<file path="src/rtl/seg7_pkg.sv">
// Shared types, glyph table and helpers for the multi-digit seven-segment controller.
// Latency: n/a (declarations only).
// Backpressure: n/a.
package seg7_pkg;

    // Per-digit attribute word; bit layout matches i_wr_data[6:0].
    typedef struct packed {
        logic       blink;
        logic       blank;
        logic       dp;
        logic [3:0] hex;
    } digit_t;

    // Active-high glyphs, bit order {dp,g,f,e,d,c,b,a}: 0-9, A, b, C, d, E, F.
    localparam logic [7:0] C_SEG7_HEX [16] = '{
        8'h3F, 8'h06, 8'h5B, 8'h4F, 8'h66, 8'h6D, 8'h7D, 8'h07,
        8'h7F, 8'h6F, 8'h77, 8'h7C, 8'h39, 8'h5E, 8'h79, 8'h71
    };

    // A digit comes out of reset blanked, with every other attribute cleared.
    localparam digit_t C_DIG_BLANK = '{blink: 1'b0, blank: 1'b1, dp: 1'b0, hex: 4'h0};

    // Digit-index width; a single-digit display still gets a 1-bit address.
    function automatic int addr_width(input int n);
        return (n > 1) ? $clog2(n) : 1;
    endfunction

endpackage

</file>
<file path="src/rtl/seg7_multi_ctrl_if.sv">
// Digit-register write bus between the register bridge (master) and the display controller (slave).
// Latency: ack/err return one cycle after the strobe.
// Backpressure: none; a write may be issued every cycle.
interface seg7_multi_ctrl_if #(
    parameter int G_NB_DIGITS = 8
);
    localparam int AW = seg7_pkg::addr_width(G_NB_DIGITS);

    logic          i_wr_en;    // one-cycle write strobe
    logic [AW-1:0] i_wr_addr;  // digit index
    logic [7:0]    i_wr_data;  // [3:0] hex, [4] dp, [5] blank, [6] blink, [7] reserved
    logic          o_wr_ack;   // pulse: write landed
    logic          o_wr_err;   // pulse: address out of range, write dropped

    modport master (
        output i_wr_en, i_wr_addr, i_wr_data,
        input  o_wr_ack, o_wr_err
    );

    modport slave (
        input  i_wr_en, i_wr_addr, i_wr_data,
        output o_wr_ack, o_wr_err
    );

endinterface

</file>
<file path="src/rtl/seg7_hex_decoder.sv">
// Turns one digit's attributes plus the blink phase into an active-high segment pattern.
// Latency: combinational.
// Backpressure: none.
module seg7_hex_decoder
    import seg7_pkg::*;
(
    input  digit_t     i_dig,          // digit attributes
    input  logic       i_blink_phase,  // 1 = "dark" half of the blink period
    output logic [7:0] o_seg           // {dp,g,f,e,d,c,b,a}, active-high
);

    logic [7:0] glyph;

    always_comb begin
        glyph = C_SEG7_HEX[i_dig.hex];
        o_seg = {i_dig.dp, glyph[6:0]};
        // Blanking wins over everything, including the decimal point.
        if (i_dig.blank || (i_dig.blink && i_blink_phase)) begin
            o_seg = 8'h00;
        end
    end

endmodule

</file>
<file path="src/rtl/seg7_multi_ctrl.sv">
// N-digit seven-segment controller: per-digit attribute regs, static bus or scanned segment/anode outputs.
// Latency: write strobe -> ack 1 edge, -> display output 2 edges; mode change -> new mode valid 2 edges.
// Backpressure: none; writes accepted every cycle, out-of-range writes flagged via o_wr_err.
// Ports: clk, rst_n (sync, active-low), wr_if (write bus slave), i_mode (0 static / 1 mux),
//        o_seg (8 bits per digit), o_mux_seg / o_mux_an (scanned segment bus and one-hot anodes).
module seg7_multi_ctrl
    import seg7_pkg::*;
#(
    parameter int G_NB_DIGITS  = 8,
    parameter int G_SCAN_DIV   = 1000,
    parameter int G_BLINK_DIV  = 25000000,
    parameter int G_ACTIVE_LOW = 1
) (
    input  logic                     clk,
    input  logic                     rst_n,
    seg7_multi_ctrl_if.slave         wr_if,
    input  logic                     i_mode,
    output logic [8*G_NB_DIGITS-1:0] o_seg,
    output logic [7:0]               o_mux_seg,
    output logic [G_NB_DIGITS-1:0]   o_mux_an
);

    localparam int AW  = addr_width(G_NB_DIGITS);
    localparam int SCW = $clog2(G_SCAN_DIV);
    localparam int BLW = $clog2(G_BLINK_DIV);

    localparam logic [SCW-1:0] SCAN_LAST  = SCW'(G_SCAN_DIV - 1);
    localparam logic [BLW-1:0] BLINK_LAST = BLW'(G_BLINK_DIV - 1);
    localparam logic [AW-1:0]  IDX_LAST   = AW'(G_NB_DIGITS - 1);

    // Polarity mask: XOR with this turns active-high into pin polarity; also the "off" value.
    localparam logic                   POL    = (G_ACTIVE_LOW != 0);
    localparam logic [7:0]             OFF8   = {8{POL}};
    localparam logic [G_NB_DIGITS-1:0] OFF_AN = {G_NB_DIGITS{POL}};

    digit_t                   dig_q [G_NB_DIGITS];
    digit_t                   dig_d [G_NB_DIGITS];
    logic                     wr_ack_q, wr_ack_d;
    logic                     wr_err_q, wr_err_d;
    logic                     mode_q, mode_d;
    logic [SCW-1:0]           scan_cnt_q, scan_cnt_d;
    logic [AW-1:0]            scan_idx_q, scan_idx_d;
    logic [BLW-1:0]           blink_cnt_q, blink_cnt_d;
    logic                     blink_ph_q, blink_ph_d;
    logic [8*G_NB_DIGITS-1:0] seg_q, seg_d;
    logic [7:0]               mux_seg_q, mux_seg_d;
    logic [G_NB_DIGITS-1:0]   mux_an_q, mux_an_d;

    logic [7:0]               dec_seg [G_NB_DIGITS];
    logic [7:0]               mux_dec;
    logic [G_NB_DIGITS-1:0]   an_hot;
    logic                     addr_ok;
    logic                     mode_chg;
    logic                     mux_lit;
    logic                     wr_rsvd_unused;

    assign wr_rsvd_unused = wr_if.i_wr_data[7];
    assign addr_ok        = (int'(wr_if.i_wr_addr) < G_NB_DIGITS);
    assign mode_chg       = (i_mode != mode_q);

    // One decoder per digit for the static bus, one more for the scanned digit.
    for (genvar g = 0; g < G_NB_DIGITS; g++) begin : g_dec
        seg7_hex_decoder u_dec (
            .i_dig         (dig_q[g]),
            .i_blink_phase (blink_ph_q),
            .o_seg         (dec_seg[g])
        );
    end

    seg7_hex_decoder u_mux_dec (
        .i_dig         (dig_q[scan_idx_q]),
        .i_blink_phase (blink_ph_q),
        .o_seg         (mux_dec)
    );

    // Digit registers and write response.
    always_comb begin
        for (int k = 0; k < G_NB_DIGITS; k++) begin
            dig_d[k] = dig_q[k];
        end
        wr_ack_d = 1'b0;
        wr_err_d = 1'b0;
        if (wr_if.i_wr_en) begin
            if (addr_ok) begin
                dig_d[wr_if.i_wr_addr] = digit_t'(wr_if.i_wr_data[6:0]);
                wr_ack_d               = 1'b1;
            end else begin
                wr_err_d = 1'b1;
            end
        end
    end

    // Blink timebase runs regardless of mode so blink rate never jumps on a mode change.
    always_comb begin
        blink_cnt_d = blink_cnt_q + 1'b1;
        blink_ph_d  = blink_ph_q;
        if (blink_cnt_q == BLINK_LAST) begin
            blink_cnt_d = '0;
            blink_ph_d  = ~blink_ph_q;
        end
    end

    // Scan position: parked at digit 0 in static mode and restarted on any mode change.
    always_comb begin
        mode_d     = i_mode;
        scan_cnt_d = scan_cnt_q + 1'b1;
        scan_idx_d = scan_idx_q;
        if (!mode_q || mode_chg) begin
            scan_cnt_d = '0;
            scan_idx_d = '0;
        end else if (scan_cnt_q == SCAN_LAST) begin
            scan_cnt_d = '0;
            scan_idx_d = (scan_idx_q == IDX_LAST) ? '0 : scan_idx_q + 1'b1;
        end
    end

    // Output registers. The last count of each digit slot is rendered dark, so the
    // registered outputs are all-off on exactly the cycle the index advances.
    always_comb begin
        an_hot             = '0;
        an_hot[scan_idx_q] = 1'b1;
        mux_lit            = mode_q && (scan_cnt_q != SCAN_LAST);

        for (int k = 0; k < G_NB_DIGITS; k++) begin
            seg_d[8*k +: 8] = mode_q ? OFF8 : (dec_seg[k] ^ OFF8);
        end
        mux_seg_d = mux_lit ? (mux_dec ^ OFF8) : OFF8;
        mux_an_d  = mux_lit ? (an_hot ^ OFF_AN) : OFF_AN;
    end

    always_ff @(posedge clk) begin
        if (!rst_n) begin
            for (int k = 0; k < G_NB_DIGITS; k++) begin
                dig_q[k] <= C_DIG_BLANK;
            end
            wr_ack_q    <= 1'b0;
            wr_err_q    <= 1'b0;
            mode_q      <= 1'b0;
            scan_cnt_q  <= '0;
            scan_idx_q  <= '0;
            blink_cnt_q <= '0;
            blink_ph_q  <= 1'b0;
            seg_q       <= {(8*G_NB_DIGITS){POL}};
            mux_seg_q   <= OFF8;
            mux_an_q    <= OFF_AN;
        end else begin
            for (int k = 0; k < G_NB_DIGITS; k++) begin
                dig_q[k] <= dig_d[k];
            end
            wr_ack_q    <= wr_ack_d;
            wr_err_q    <= wr_err_d;
            mode_q      <= mode_d;
            scan_cnt_q  <= scan_cnt_d;
            scan_idx_q  <= scan_idx_d;
            blink_cnt_q <= blink_cnt_d;
            blink_ph_q  <= blink_ph_d;
            seg_q       <= seg_d;
            mux_seg_q   <= mux_seg_d;
            mux_an_q    <= mux_an_d;
        end
    end

    assign wr_if.o_wr_ack = wr_ack_q;
    assign wr_if.o_wr_err = wr_err_q;
    assign o_seg          = seg_q;
    assign o_mux_seg      = mux_seg_q;
    assign o_mux_an       = mux_an_q;

endmodule

</file>
<file path="src/flat_wrapper.sv">
// flat-port wrapper written by rule: the top's interface ports become plain ports
module seg7_multi_ctrl_flat import seg7_pkg::*;
#(
    parameter int G_NB_DIGITS  = 8,
    parameter int G_SCAN_DIV   = 1000,
    parameter int G_BLINK_DIV  = 25000000,
    parameter int G_ACTIVE_LOW = 1
)
  (clk, rst_n, i_mode, o_seg, o_mux_seg, o_mux_an, wr_if_i_wr_en, wr_if_i_wr_addr, wr_if_i_wr_data, wr_if_o_wr_ack, wr_if_o_wr_err);
  seg7_multi_ctrl_if #(.G_NB_DIGITS(G_NB_DIGITS)) wr_if_i ();
  input  logic clk;
  input  logic rst_n;
  input  logic i_mode;
  output logic [8*G_NB_DIGITS-1:0] o_seg;
  output logic [7:0] o_mux_seg;
  output logic [G_NB_DIGITS-1:0] o_mux_an;
  input wire logic [$bits(wr_if_i.i_wr_en)-1:0] wr_if_i_wr_en;
  input wire logic [$bits(wr_if_i.i_wr_addr)-1:0] wr_if_i_wr_addr;
  input wire logic [$bits(wr_if_i.i_wr_data)-1:0] wr_if_i_wr_data;
  output wire logic [$bits(wr_if_i.o_wr_ack)-1:0] wr_if_o_wr_ack;
  output wire logic [$bits(wr_if_i.o_wr_err)-1:0] wr_if_o_wr_err;
  assign wr_if_i.i_wr_en = wr_if_i_wr_en;
  assign wr_if_i.i_wr_addr = wr_if_i_wr_addr;
  assign wr_if_i.i_wr_data = wr_if_i_wr_data;
  assign wr_if_o_wr_ack = wr_if_i.o_wr_ack;
  assign wr_if_o_wr_err = wr_if_i.o_wr_err;
  seg7_multi_ctrl #(.G_NB_DIGITS(G_NB_DIGITS), .G_SCAN_DIV(G_SCAN_DIV), .G_BLINK_DIV(G_BLINK_DIV), .G_ACTIVE_LOW(G_ACTIVE_LOW)) u_core (.clk(clk), .rst_n(rst_n), .wr_if(wr_if_i), .i_mode(i_mode), .o_seg(o_seg), .o_mux_seg(o_mux_seg), .o_mux_an(o_mux_an));
endmodule
</file>
<file path="config.mk">
export PLATFORM = sky130hd
export DESIGN_NAME = seg7_multi_ctrl_flat
export DESIGN_NICKNAME = d
export VERILOG_FILES = /design/src/rtl/seg7_pkg.sv /design/src/rtl/seg7_multi_ctrl_if.sv /design/src/rtl/seg7_hex_decoder.sv /design/src/rtl/seg7_multi_ctrl.sv /design/src/flat_wrapper.sv
export SDC_FILE = /design/constraint.sdc
export NUM_CORES = 1
export LEC_CHECK = 0
export ABC_AREA = 1
export CORE_MARGIN = 5
export CORE_UTILIZATION = 35
export DETAILED_ROUTE_END_ITERATION = 10
export PLACE_DENSITY = 0.59
export RECOVER_POWER = 100
export REMOVE_ABC_BUFFERS = 1
export SLEW_MARGIN = 40
export SYNTH_ARGS = -nofsm -noshare
export SYNTH_HDL_FRONTEND = slang
export SYNTH_HIERARCHICAL = 1
export SYNTH_SLANG_ARGS = --single-unit
</file>
<file path="constraint.sdc">
create_clock -name clk -period 2.1 [get_ports clk]
set_input_delay 0.42 -clock clk [delete_from_list [all_inputs] [get_ports clk]]
set_output_delay 0.42 -clock clk [all_outputs]
set_load 0.05 [all_outputs]
</file>
==> flow_summary.json, run 1 <==
{
  "path_buf_inv": 1,
  "seqPwrFrac_pct": 46.8,
  "synth_cells": 1381,
  "slew_viol_final": 0,
  "htreeDepth": 4,
  "dr_total_vias": 8613,
  "setup_viol": 0,
  "hp-class": "in -> reg",
  "startpoint": "u_core/o_mux_an[3]",
  "numCtsBuffers": 17,
  "synth_common_cells": "361 x nand2_1, 281 x nor2_1, 180 x dfxtp_1, 133 x inv_1, 122 x o21ai_0",
  "routed_wl_mm": 23.2,
  "fmax_mhz": 493,
  "clk_pin_slew_ns": 0.08,
  "grt_pass1_wl_mm": 38.6,
  "clockBufferDepth": 2,
  "overflow": 0,
  "postCtsHoldBufs": 0,
  "vias_per_cell": 4.65,
  "synthArstFlopShare_pct": 0,
  "status": "finished clean",
  "area_delta_synth_final_pct": 21.2,
  "die_h_um": 174,
  "drt_first_pass_iters": 7,
  "synth_top_area_cell": "dfxtp_1",
  "clkSinkCount": 180,
  "synth_edf_count": 0,
  "wire_per_inst_um": 12.5,
  "worst_pin_slew_ns": 0.805,
  "post-cts-setup-buffers": 0,
  "synthMuxAreaShare_pct": 0,
  "rr_endpoint": "u_core/o_mux_seg[2]",
  "slew_headroom_pct": 46.3,
  "ff2ff_setup_slack_ns": 0.17,
  "hpwlAfterDp_mm": 16.8,
  "core_um2": 26700,
  "final_layout_size_suffix_gt1_share_pct": 6.95,
  "cp-end-kind": "output port",
  "cpMaxStageDelayCell": "dlygate4sd3_1",
  "p_total_mw": 7.51,
  "clkPwrFrac_pct": 44.5,
  "finalHoldViolations": 0,
  "seq_area_frac_synth_pct": 38.4,
  "worst_slack_ns": 0.0736,
  "groute.usage.overall_pct": 15.4,
  "die_w_um": 174,
  "cts_tree": "built",
  "max-cap-violations": 0,
  "ff2ff_path_depth": 13,
  "synth_compound_area_share_pct": 9.55,
  "crit_chain": "dlygate4sd3_1",
  "start_util_pct": 35.1,
  "p_int_mw": 5.59,
  "ys.flop_type": "dfxtp_1",
  "switching_power_mw": 1.92,
  "gp_congestion": 0.873,
  "power_density_nw_per_um2": 660,
  "drt-initial-drc-count": 567,
  "root_buffer": "clkbuf_16",
  "synthesis.area_um2": 9390,
  "cp.depth": 1,
  "layout.cells.non_filler": 1852,
  "startpoint_type": "flip-flop",
  "boundaryPins": 97,
  "cp.required_ns": 1.68,
  "ys_ff_latch": 180,
  "crit_type": "reg -> out",
  "yosysWarnings": 6,
  "insertion_delay_ns": 0.43,
  "synth-adder-area-share_pct": 8.26,
  "crit_end": "o_mux_an[3]",
  "drc_errors": 0,
  "synth.area.top_cells": "dfxtp_1 38%, nand2_1 14%, nor2_1 11%",
  "antenna_found_initial": 0,
  "synth_top_area_share_pct": 38.4,
  "std_cell_rows": 60,
  "fillers": 2819,
  "max_stage_delay_ns": 0.86,
  "ys_types": 36,
  "dp_slack_ns": 0.0881,
  "io_buffers": 94,
  "period_share_pct": 96.5,
  "synth-xor-area-share_pct": 1.40,
  "synth.avg_cell_area_um2": 6.80,
  "die_area_um2": 30200,
  "final_nets": 1575,
  "place_inst": 1819,
  "synthSimpleGateAreaFrac_pct": 33.4,
  "ir_drop_v": 0.000403,
  "rsz0062_at_grt": "false",
  "combPwrFrac_pct": 8.8,
  "cellLeakagePower_nw": 4.64,
  "period_needed_ns": 2.03,
  "worstPathArrival_ns": 1.61,
  "synth_top_family_by_area": "simple AND/OR/NAND/NOR gates",
  "grt_pass1_vias": 8070,
  "p_sw_share_pct": 25.6,
  "clock_skew_ns": 0.0117,
  "num_antenna_cells": 0,
  "yosysMostFrequentCell": "nand2_1",
  "path_delay_family": "buffers and inverters",
  "cp_max_fo": 1,
  "antenna_left": 0,
  "grt_max_degree": 65
}
[flip-flops by register name, indices dropped and copies added, names as in the netlist, named ones only]
register               count
u_core/wr_if.o_wr_ack      1
u_core/o_mux_an            8
u_core/scan_cnt_q         10
u_core/mode_q              1
u_core/blink_cnt_q        25
u_core/scan_idx_q          3
u_core/o_seg              64
u_core/dig_q              56
u_core/blink_ph_q          1
u_core/o_mux_seg           8
[power groups by stage]
stage	combinational (mW)	sequential [mW]	clock, mW
floorplan	0.330	3.68	0
global placement	0.669	3.59	0
detailed placement	0.674	3.60	0
CTS	0.678	3.52	3.45
global route	0.743	3.52	3.59
finish	0.661	3.51	3.34
[final cells by class]
class                   instances  area (µm²)  area share [%]
flip-flops and latches        180        3610            31.7
multi-input cells            1011        4890            43.0
clock buffers                  19         433            3.80
well taps                     341         427            3.75
clock inverters                13         173            1.52
repair buffers                139        1280            11.2
inverters                     149         577            5.07
[cell families (layout without fill, tap and decap cells)]
| family | Yosys count | after routing |
|---|---|---|
| DFF | 180 | 180 |
| AOI/OAI and AO/OA | 172 | 172 |
| xor gates and xnor gates | 15 | 15 |
| adders and majority gates | 62 | 62 |
| buffers and inverters | 190 | 320 |
| other | 1 | 1 |
| and+or+nand+nor | 761 | 761 |
[placed cells by master (no fill, tap or decap), types with 8 or more instances in the layout]
master / netlist / final
dfxtp_1: 180 / 179
clkbuf_1: 9 / 11
ha_1: 62 / 62
a21oi_1: 42 / 47
nor3b_1: 8 / 8
clkdlybuf4s50_1: 0 / 33
nor3_1: 11 / 12
buf_4: 9 / 30
xor2_1: 11 / 11
inv_2: 9 / 8
clkbuf_16: 0 / 17
dlygate4sd3_1: 0 / 60
inv_1: 133 / 133
nor2_1: 281 / 280
nand3_1: 66 / 68
o21ai_0: 122 / 118
nand2_1: 361 / 362
[metal layers]
layer	wire length, µm	global-route usage [%]
met2	10900	26.4
met5	0	0
met4	426	5.21
met1	10800	19.7
met3	1060	2.40
[worst register-to-register path: stages (launching register included)]
cell and delay [ns]:
dfxtp_4 0.37, inv_2 0.06, buf_6 0.18, nor2_1 0.07, o21ai_1 0.20, nand2_1 0.08, nand2_1 0.09, clkbuf_2 0.16
ha_1 0.20, inv_1 0.05, nand2_1 0.07, nand2_1 0.05, a21oi_1 0.16, nand2_1 0.07
[repair_timing]
action / CTS / global route
setup endpoints to repair: 0 / 7
gates resized for setup: 0 / 12
hold endpoints to repair: 0 / 0
[through the flow]
| step | TNS (ns) | cell area (µm²) | hold WS (ns) | util, % |
|---|---|---|---|---|
| CTS | 0 | 11500 | 0.319 | 42.9 |
| global placement | 0 | 10900 | 0.432 | 40.6 |
| global route | 0 | 11400 | 0.326 | 42.6 |
| floorplan | -2.70 | 9120 | 0.417 | - |
| finish | 0 | 11400 | 0.340 | 42.6 |
| detailed placement | 0 | 10900 | 0.438 | 40.6 |
[how the worst min path moves through the flow]
stage | start | to | slack (ns) | cells after the start
after floorplan | u_core/blink_cnt_q[0] | u_core/blink_cnt_q[0] | 0.42 | 1
after global placement | u_core/blink_cnt_q[0] | u_core/blink_cnt_q[0] | 0.43 | 1
after detailed placement | u_core/blink_cnt_q[0] | u_core/blink_cnt_q[0] | 0.44 | 1
after CTS | rst_n | u_core/mode_q | 0.32 | 3
after global routing | rst_n | u_core/mode_q | 0.33 | 3
final | rst_n | u_core/mode_q | 0.34 | 3
Note: power is estimated with default switching activity, not from simulation.
==> inputs of run 2 (changes only) <==
--- a/config.mk
+++ b/config.mk
@@ -6,6 +6,7 @@
 export NUM_CORES = 1
 export LEC_CHECK = 0
 export ABC_AREA = 1
+export CAP_MARGIN = 10
 export CORE_MARGIN = 5
 export CORE_UTILIZATION = 35
 export DETAILED_ROUTE_END_ITERATION = 10
==> results of run 2 <==
No change in the layout: final DEF, timing and power equal those of run 1.
==> inputs of run 3 (changes only) <==
--- a/config.mk
+++ b/config.mk
@@ -8,9 +8,9 @@
 export ABC_AREA = 1
 export CAP_MARGIN = 10
 export CORE_MARGIN = 5
-export CORE_UTILIZATION = 35
+export CORE_UTILIZATION = 50
 export DETAILED_ROUTE_END_ITERATION = 10
-export PLACE_DENSITY = 0.59
+export PLACE_DENSITY = 0.77
 export RECOVER_POWER = 100
 export REMOVE_ABC_BUFFERS = 1
 export SLEW_MARGIN = 40
==> run 3 against run 2 <==
Register-to-register slack worse by 0.02 ns; power fell by 0.29%; core utilization grew 18 points; sequential share of layout area grew 0.31 points; non-clock buffer count fell by 7; final area decreased by 1.0%; setup slack got worse by 0.0081 ns; critical path type unchanged.
==> flow_summary.json, run 3 (synthesis results as in run 1) <==
{
  "max_stage_delay_ns": 0.87,
  "num_antenna_cells": 0,
  "ir_drop_v": 0.000590,
  "start_util_pct": 50.6,
  "cpMaxStageDelayCell": "dlygate4sd3_1",
  "layout_commonest_cell": "nand2_1",
  "hp-class": "reg -> reg",
  "cts_tree": "built",
  "numCtsBuffers": 17,
  "clkSinkCount": 180,
  "groute.usage.overall_pct": 20.2,
  "wire_per_inst_um": 12.4,
  "grt_pass1_wl_mm": 36.6,
  "overflow": 0,
  "antenna_found_initial": 0,
  "vias_per_cell": 4.97,
  "cp-end-kind": "output port",
  "hpwlAfterDp_mm": 15.5,
  "cts_resized": 0,
  "antenna_left": 0,
  "startpoint_type": "flip-flop",
  "post-cts-setup-buffers": 0,
  "seq_area_um2": 3600,
  "crit_chain": "dlygate4sd3_1",
  "dr_total_vias": 8640,
  "boundaryPins": 97,
  "root_buffer": "clkbuf_16",
  "die_w_um": 147,
  "setup_viol": 0,
  "status": "finished clean",
  "gp_congestion": 0.885,
  "io_buffers": 94,
  "clockBufferDepth": 2,
  "path_buf_inv": 1,
  "final_util_pct": 60.6,
  "routed_wl_mm": 21.6,
  "cp.required_ns": 1.68,
  "postCtsHoldBufs": 0,
  "clk_pin_slew_ns": 0.07,
  "final_layout_size_suffix_gt1_share_pct": 7.65,
  "path_delay_family": "buffers and inverters",
  "grt_pass1_vias": 7999,
  "core_um2": 18600,
  "rsz0062_at_grt": "false",
  "crit_type": "reg -> out",
  "final_nets": 1568,
  "max-cap-violations": 0,
  "power_density_nw_per_um2": 665,
  "period_share_pct": 96.9,
  "period_needed_ns": 2.03,
  "slew_viol_final": 0,
  "grt_max_degree": 60,
  "std_cell_rows": 50,
  "clock_skew_ns": 0.0101,
  "area_delta_synth_final_pct": 19.9,
  "worst_slack_ns": 0.0655,
  "worstPathArrival_ns": 1.61,
  "die_h_um": 147,
  "p_total_mw": 7.49,
  "htreeDepth": 4,
  "fmax_mhz": 492,
  "slew_headroom_pct": 48.4,
  "tns_ns": 0,
  "finalHoldViolations": 0,
  "largest_reg_flops": 64,
  "cellLeakagePower_nw": 4.64,
  "cp_max_fo": 1,
  "fillers": 1679,
  "layout_common_cells": "360 x nand2_1, 282 x nor2_1, 179 x dfxtp_1, 132 x inv_1, 118 x o21ai_0",
  "drc_errors": 0,
  "drt-initial-drc-count": 611,
  "drt_first_pass_iters": 6,
  "die_area_um2": 21600,
  "insertion_delay_ns": 0.44,
  "worst_pin_slew_ns": 0.773,
  "multi_input_area_um2": 4920,
  "dp_slack_ns": 0.0767
}
## run 3: cell count changes in the layout (fill, tap and decap cells not counted), sizes merged
cell / previous run / this run
clkinvlp: 3 / 1
buf: 36 / 35
clkdlybuf4s50: 33 / 34
inv: 152 / 151
clkinv: 4 / 8
clkbuf: 29 / 21
## run 3: metrics by stage
step	cells	hold WS, ns	instance area (µm²)
CTS	1738	0.451	11300
floorplan	1340	0.417	9120
finish	1738	0.447	11300
detailed placement	1706	0.440	10700
global placement	1706	0.430	10700
global route	1738	0.468	11300
## run 3: path summary, 6_finish.rpt
kind | slack [ns] | to | depth (start not counted) | from
setup reg to reg | 0.15 | u_core/o_mux_seg[5] | 14 | flip-flop
setup / recovery | 0.07 | o_mux_an[3] | 1 | u_core/o_mux_an[3]
hold reg to reg | 0.45 | u_core/blink_cnt_q[0] | 1 | u_core/blink_cnt_q[0]
hold / removal | 0.45 | u_core/blink_cnt_q[0] | 1 | u_core/blink_cnt_q[0]
## run 3: cell type report
type                    instances  share of cell area [%]
multi-input cells            1011                    43.7
inverters                     149                    5.12
clock inverters                14                    1.57
well taps                     234                    2.60
flip-flops and latches        180                    32.0
clock buffers                  18                    3.90
repair buffers                132                    11.2
## run 3: metal layers
metal	vias up	wire length, µm	track usage (%)
met1	3868	9490	25.3
met4	0	352	6.71
met5	-	0	0
met3	26	1240	3.73
met2	246	10500	35.0
li1	4500	-	-
## run 3: report_power, final
| group | switching (mW) | total (mW) | internal (mW) |
|---|---|---|---|
| clock network | 1.40 | 3.32 | 1.92 |
| logic | 0.440 | 0.657 | 0.217 |
| registers | 0.0408 | 3.52 | 3.48 |
